==> config.mk <==
export PLATFORM = sky130hd
export DESIGN_NAME = mul_arb
export DESIGN_NICKNAME = d
export VERILOG_FILES = /design/src/rtl/mul_arb.sv
export SDC_FILE = /design/constraint.sdc
export NUM_CORES = 1
export LEC_CHECK = 0
export CELL_PAD_IN_SITES_DETAIL_PLACEMENT = 0
export CELL_PAD_IN_SITES_GLOBAL_PLACEMENT = 1
export CORE_MARGIN = 2
export CORE_UTILIZATION = 24
export CTS_BUF_LIST = sky130_fd_sc_hd__clkbuf_4 sky130_fd_sc_hd__clkbuf_8 sky130_fd_sc_hd__clkbuf_16
export DETAILED_ROUTE_END_ITERATION = 10
export PLACE_DENSITY_LB_ADDON = 0.2
export SETUP_SLACK_MARGIN = 0.15
export SLEW_MARGIN = 30
export SYNTH_ARGS = -nofsm -noshare
export SYNTH_HDL_FRONTEND = slang
export SYNTH_SLANG_ARGS = --single-unit
export TNS_END_PERCENT = 10
==> constraint.sdc <==
create_clock -name clk -period 3 [get_ports clk]
set_input_delay 0.3 -clock clk [delete_from_list [all_inputs] [get_ports clk]]
set_output_delay 0.3 -clock clk [all_outputs]
set_load 0.05 [all_outputs]
==> src/rtl/mul_arb.sv <==
// mul_arb: round-robin arbiter and sequencer that shares one pipelined
// 27x27 multiplier between two requesters. It tags each issued operation with
// the requester id, then routes the product back with a registered valid pulse.
module mul_arb #(
  parameter int LAT = 2,
  parameter int CW  = $clog2(LAT + 2)
) (
  input  logic          clk,
  input  logic          reset,
  input  logic          req0,
  input  logic [26:0]   a0,
  input  logic [26:0]   b0,
  output logic          gnt0,
  input  logic          req1,
  input  logic [26:0]   a1,
  input  logic [26:0]   b1,
  output logic          gnt1,
  output logic          mul_en,
  output logic [26:0]   mul_in_1,
  output logic [26:0]   mul_in_2,
  input  logic [53:0]   mul_out,
  output logic          rsp_vld0,
  output logic          rsp_vld1,
  output logic [53:0]   rsp_data,
  output logic          busy
);

  // Round-robin pointer: requester that wins when both ask.
  logic          prio;

  // Tag pipeline, one {valid, id} pair per multiplier stage.
  logic [LAT-1:0] tag_vld;
  logic [LAT-1:0] tag_id;

  // Outstanding operations per requester.
  logic [CW-1:0] cnt0, cnt1;
  logic [CW-1:0] cnt0_nxt, cnt1_nxt;

  logic          ret_vld;
  logic          ret_id;

  assign ret_vld = tag_vld[LAT-1];
  assign ret_id  = tag_id[LAT-1];

  // Grant selection: a lone request wins, a tie goes to the pointer.
  // NOTE: every combinational output gets a default first so no path leaves
  // it unassigned, which would otherwise infer a latch.
  always_comb begin
    gnt0 = 1'b0;
    gnt1 = 1'b0;
    if (req0 && req1) begin
      if (prio) gnt1 = 1'b1;
      else      gnt0 = 1'b1;
    end else if (req0) begin
      gnt0 = 1'b1;
    end else if (req1) begin
      gnt1 = 1'b1;
    end
  end

  assign mul_en   = gnt0 | gnt1;
  assign mul_in_1 = gnt0 ? a0 : (gnt1 ? a1 : '0);
  assign mul_in_2 = gnt0 ? b0 : (gnt1 ? b1 : '0);

  // Pointer moves to the loser after every grant, holds when idle.
  // NOTE: sequential state uses non-blocking assignments so every register
  // samples pre-edge values regardless of statement order.
  always_ff @(posedge clk or negedge reset) begin
    if (!reset) begin
      prio <= 1'b0;
    end else if (gnt0) begin
      prio <= 1'b1;
    end else if (gnt1) begin
      prio <= 1'b0;
    end
  end

  // Tag shift register tracking the multiplier pipeline; never stalls.
  // NOTE: the tag stages are reset (unlike a plain data pipeline) because a
  // stale valid bit after reset would fire a spurious response.
  always_ff @(posedge clk or negedge reset) begin
    if (!reset) begin
      tag_vld <= '0;
      tag_id  <= '0;
    end else begin
      tag_vld[0] <= mul_en;
      tag_id[0]  <= gnt1;
      for (int i = 1; i < LAT; i++) begin
        tag_vld[i] <= tag_vld[i-1];
        tag_id[i]  <= tag_id[i-1];
      end
    end
  end

  // Retire: capture the product and pulse the owner's valid for one cycle.
  always_ff @(posedge clk or negedge reset) begin
    if (!reset) begin
      rsp_vld0 <= 1'b0;
      rsp_vld1 <= 1'b0;
      rsp_data <= '0;
    end else if (ret_vld) begin
      rsp_data <= mul_out;
      rsp_vld0 <= ~ret_id;
      rsp_vld1 <= ret_id;
    end else begin
      rsp_vld0 <= 1'b0;
      rsp_vld1 <= 1'b0;
    end
  end

  // Counter update: +1 on grant, -1 while the response pulse is out.
  always_comb begin
    cnt0_nxt = cnt0;
    cnt1_nxt = cnt1;
    case ({gnt0, rsp_vld0})
      2'b10:   cnt0_nxt = cnt0 + CW'(1);
      2'b01:   cnt0_nxt = cnt0 - CW'(1);
      default: cnt0_nxt = cnt0;
    endcase
    case ({gnt1, rsp_vld1})
      2'b10:   cnt1_nxt = cnt1 + CW'(1);
      2'b01:   cnt1_nxt = cnt1 - CW'(1);
      default: cnt1_nxt = cnt1;
    endcase
  end

  // Counter and busy registers; busy mirrors the registered counters.
  always_ff @(posedge clk or negedge reset) begin
    if (!reset) begin
      cnt0 <= '0;
      cnt1 <= '0;
      busy <= 1'b0;
    end else begin
      cnt0 <= cnt0_nxt;
      cnt1 <= cnt1_nxt;
      busy <= (cnt0_nxt != '0) || (cnt1_nxt != '0);
    end
  end

endmodule

==> flow_metrics.py <==
metrics = {
    "status": {
        "status": "finished, final reports clean",
    },
    "floorplanning": {
        "start_util_pct": 24.55,
        "die_area_um2": 13780,
        "die_h_um": 117.4,
        "core_um2": 12570,
        "num_rows": 41,
        "fp.dieW_um": 117.4,
        "io_pins": 280,
    },
    "setup_path": {
        "crit_chain": "clkdlybuf4s50_1 -> or2_2 -> clkdlybuf4s50_1",
        "critical_path_buf_inv_count": 2,
        "critPathSlowestCell": "clkdlybuf4s50_1",
        "cp.arrival_ns": 1.87,
        "critPathLaunchType": "primary input",
        "end_kind": "output port",
        "path_common_cell": "clkdlybuf4s50_1",
        "critPathMaxStageDelay_ns": 0.72,
        "path_delay_family": "buffers and inverters",
        "cp_max_fo": 4,
        "required_ns": 2.70,
        "criticalPathCategory": "in -> out",
    },
    "yosys": {
        "avgSynthCellArea_um2": 14.09,
        "seq_area_frac_synth_pct": 53.53,
        "ys_seq_elements": 66,
        "synth_area_leader_cell": "dfrtp_1",
        "synth_area_um2": 3085,
        "synthTopCellsByArea": "dfrtp_1, mux2_2, a22o_1",
        "syn_inst": 219,
        "ys_types": 20,
        "netlist.area_leader.share_pct": 53.53,
        "ys_warn_count": 0,
        "syn_nets": 387,
    },
    "global_routing": {
        "antenna_found_initial": 0,
        "overflow": 0,
        "grt_max_degree": 67,
        "grt_pass1_wl_um": 17170,
        "grt_pass1_vias": 3236,
        "grt_usage_pct": 15.93,
    },
    "routing": {
        "ant_nets": 0,
        "drc": 0,
        "dr.pass1.iters": 4,
        "drt-total-wl_um": 11240,
        "via_per_inst": 4.376,
        "drt_iter0_drc": 80,
        "num_vias": 2954,
        "detail_route.wl_per_cell_um": 16.65,
    },
    "power": {
        "p_sw_share_pct": 35.41,
        "power_frac_seq_pct": 30.5,
        "p_leak_nw": 2.756,
        "p_sw_mw": 1.240,
        "clkPwrFrac_pct": 26.7,
        "power.internal_mw": 2.262,
        "power.density_nw_per_um2": 533.2,
        "p_total_mw": 3.502,
        "comb_power_share_pct": 42.9,
        "ir_drop_v": 0.0002467,
    },
    "layout": {
        "final_cell_mix": "clkdlybuf4s50_1, dfrtp_1, a22o_1, mux2_2, buf_12",
        "area_delta_synth_final_pct": 112.9,
        "instances_no_fill": 675,
        "antenna_cells": 0,
        "final_common_cell": "clkdlybuf4s50_1",
        "layout-drive-gt1-share_pct": 25.25,
        "nNetsFinal": 666,
    },
    "clocking": {
        "h-tree-depth": 3,
        "tritoncts": "done",
        "cts_resized": 0,
        "postCtsHoldBufs": 0,
        "clock-sinks": 66,
        "clockBufferDepth": 2,
        "clkTransAtPathRegs_ns": 0.05,
        "post_cts_buffers": 0,
        "worstSkewPairLatency_ns": 0.32,
        "cts_root_buffer": "clkbuf_16",
        "cts_made_buffers": 9,
    },
    "sta": {
        "relSlewSlack_pct": 44.98,
        "fin_setup_tns_ns": 0,
        "max_freq_ghz": 0.4613,
        "final_max_slew_viol_count": 0,
        "fin_crit_sh_pct": 72.26,
        "rsz0062_at_grt": "false",
        "worstMarginPinSlew_ns": 0.8252,
        "post-route-min-period_ns": 2.168,
        "hold_viol": 0,
        "report.final.setup_viol": 0,
        "clock_skew_ns": 0.009790,
    },
    "place": {
        "gp_congestion": 0.7379,
        "placedCellCount": 659,
        "dp_hpwl_um": 9200,
        "io_buffers": 279,
    },
    "flow_run": {
        "cap_violations": 0,
    },
    "hold_path": {
        "hold_class": "in -> async",
    },
}
-- synthesized netlist by cell type --
| master | instances |
|---|---|
| dfrtp_1 | 66 |
| a22o_1 | 54 |
| mux2_2 | 43 |
| mux2_1 | 11 |
| buf_6 | 9 |
| buf_4 | 5 |
| xnor2_1 | 5 |
| buf_2 | 4 |
| inv_1 | 3 |
| nor2_1 | 3 |
| a21boi_2 | 2 |
| and2_1 | 2 |
| ha_1 | 2 |
| nand2b_1 | 2 |
| nor2b_1 | 2 |
| xor2_1 | 2 |
| a21oi_1 | 1 |
| nand3b_1 | 1 |
| o22ai_1 | 1 |
| or2_2 | 1 |
-- power by group through the flow --
stage                     registers, mW  clock network (mW)  logic (mW)
final                              1.07               0.934        1.50
after global routing               1.08                1.01        1.56
after CTS                          1.07               0.968        1.51
after detailed placement           1.08                   0        1.51
after global placement             1.08                   0        1.50
after floorplan                    1.31                   0       0.583
-- routing by layer --
metal	wire length, µm	vias up	track usage, %
met5	0	-	0
met4	265	0	5.422
li1	-	1374	-
met1	3903	1407	15.59
met2	6259	157	31.43
met3	810	16	4.718
-- cell type report --
| cell class | count | area, µm² |
|---|---|---|
| clock buffer | 11 | 240.2 |
| clock inverter | 5 | 31.28 |
| fill | 1091 | 6001 |
| inverter | 3 | 11.26 |
| multi-input combinational | 132 | 1279 |
| sequential | 66 | 1653 |
| tap | 172 | 215.2 |
| timing repair buffer | 286 | 3138 |
-- state kept, by name, summed over array words and instances (netlist names) --
register and count:
busy 1, cnt0 2, cnt1 2, tag_id 2, rsp_vld1 1, rsp_data 54
rsp_vld0 1, tag_vld 2, prio 1
-- logic make-up after synthesis --
kind of cell | share of synthesized area, %
adders and majority gates | 0.8109
buffers and inverters | 5.515
muxes | 19.71
DFF | 53.53
AOI/OAI and AO/OA | 16.42
and+or+nand+nor | 2.028
xor gates and xnor gates | 1.987
-- worst reg2reg max path: stages (launching register included) --
cell and delay (ns):
dfrtp_1 0.42, a21boi_4 0.15, buf_4 0.34, inv_1 0.09
ha_1 0.33, xnor2_1 0.15, nand3b_1 0.16
-- per-stage QoR --
stage               area [µm²]  hold slack, ns  util (%)  setup slack, ns
detailed placement        6296          0.3347     50.09           0.7134
global placement          6296          0.3336     50.09           0.7686
CTS                       6568          0.2065     52.25           0.8244
global route              6568          0.2470     52.25           0.7836
floorplan                 3085        0.004409         -            1.286
finish                    6568          0.1625     52.25           0.8323
-- worst paths after layout --
kind,startpoint,to,slack [ns],cells after the start
worst min-delay path,reset,rsp_data[40],0.16,2
worst max-delay path,req0,mul_en,0.83,3
worst min register to register,tag_id[0],tag_id[1],0.34,0
min in group clk,tag_id[0],tag_id[1],0.34,0
max in group asynchronous,reset,tag_vld[1],2.24,2
worst max register to register,prio,busy,1.25,6
Note: power is estimated with default switching activity, not from simulation.
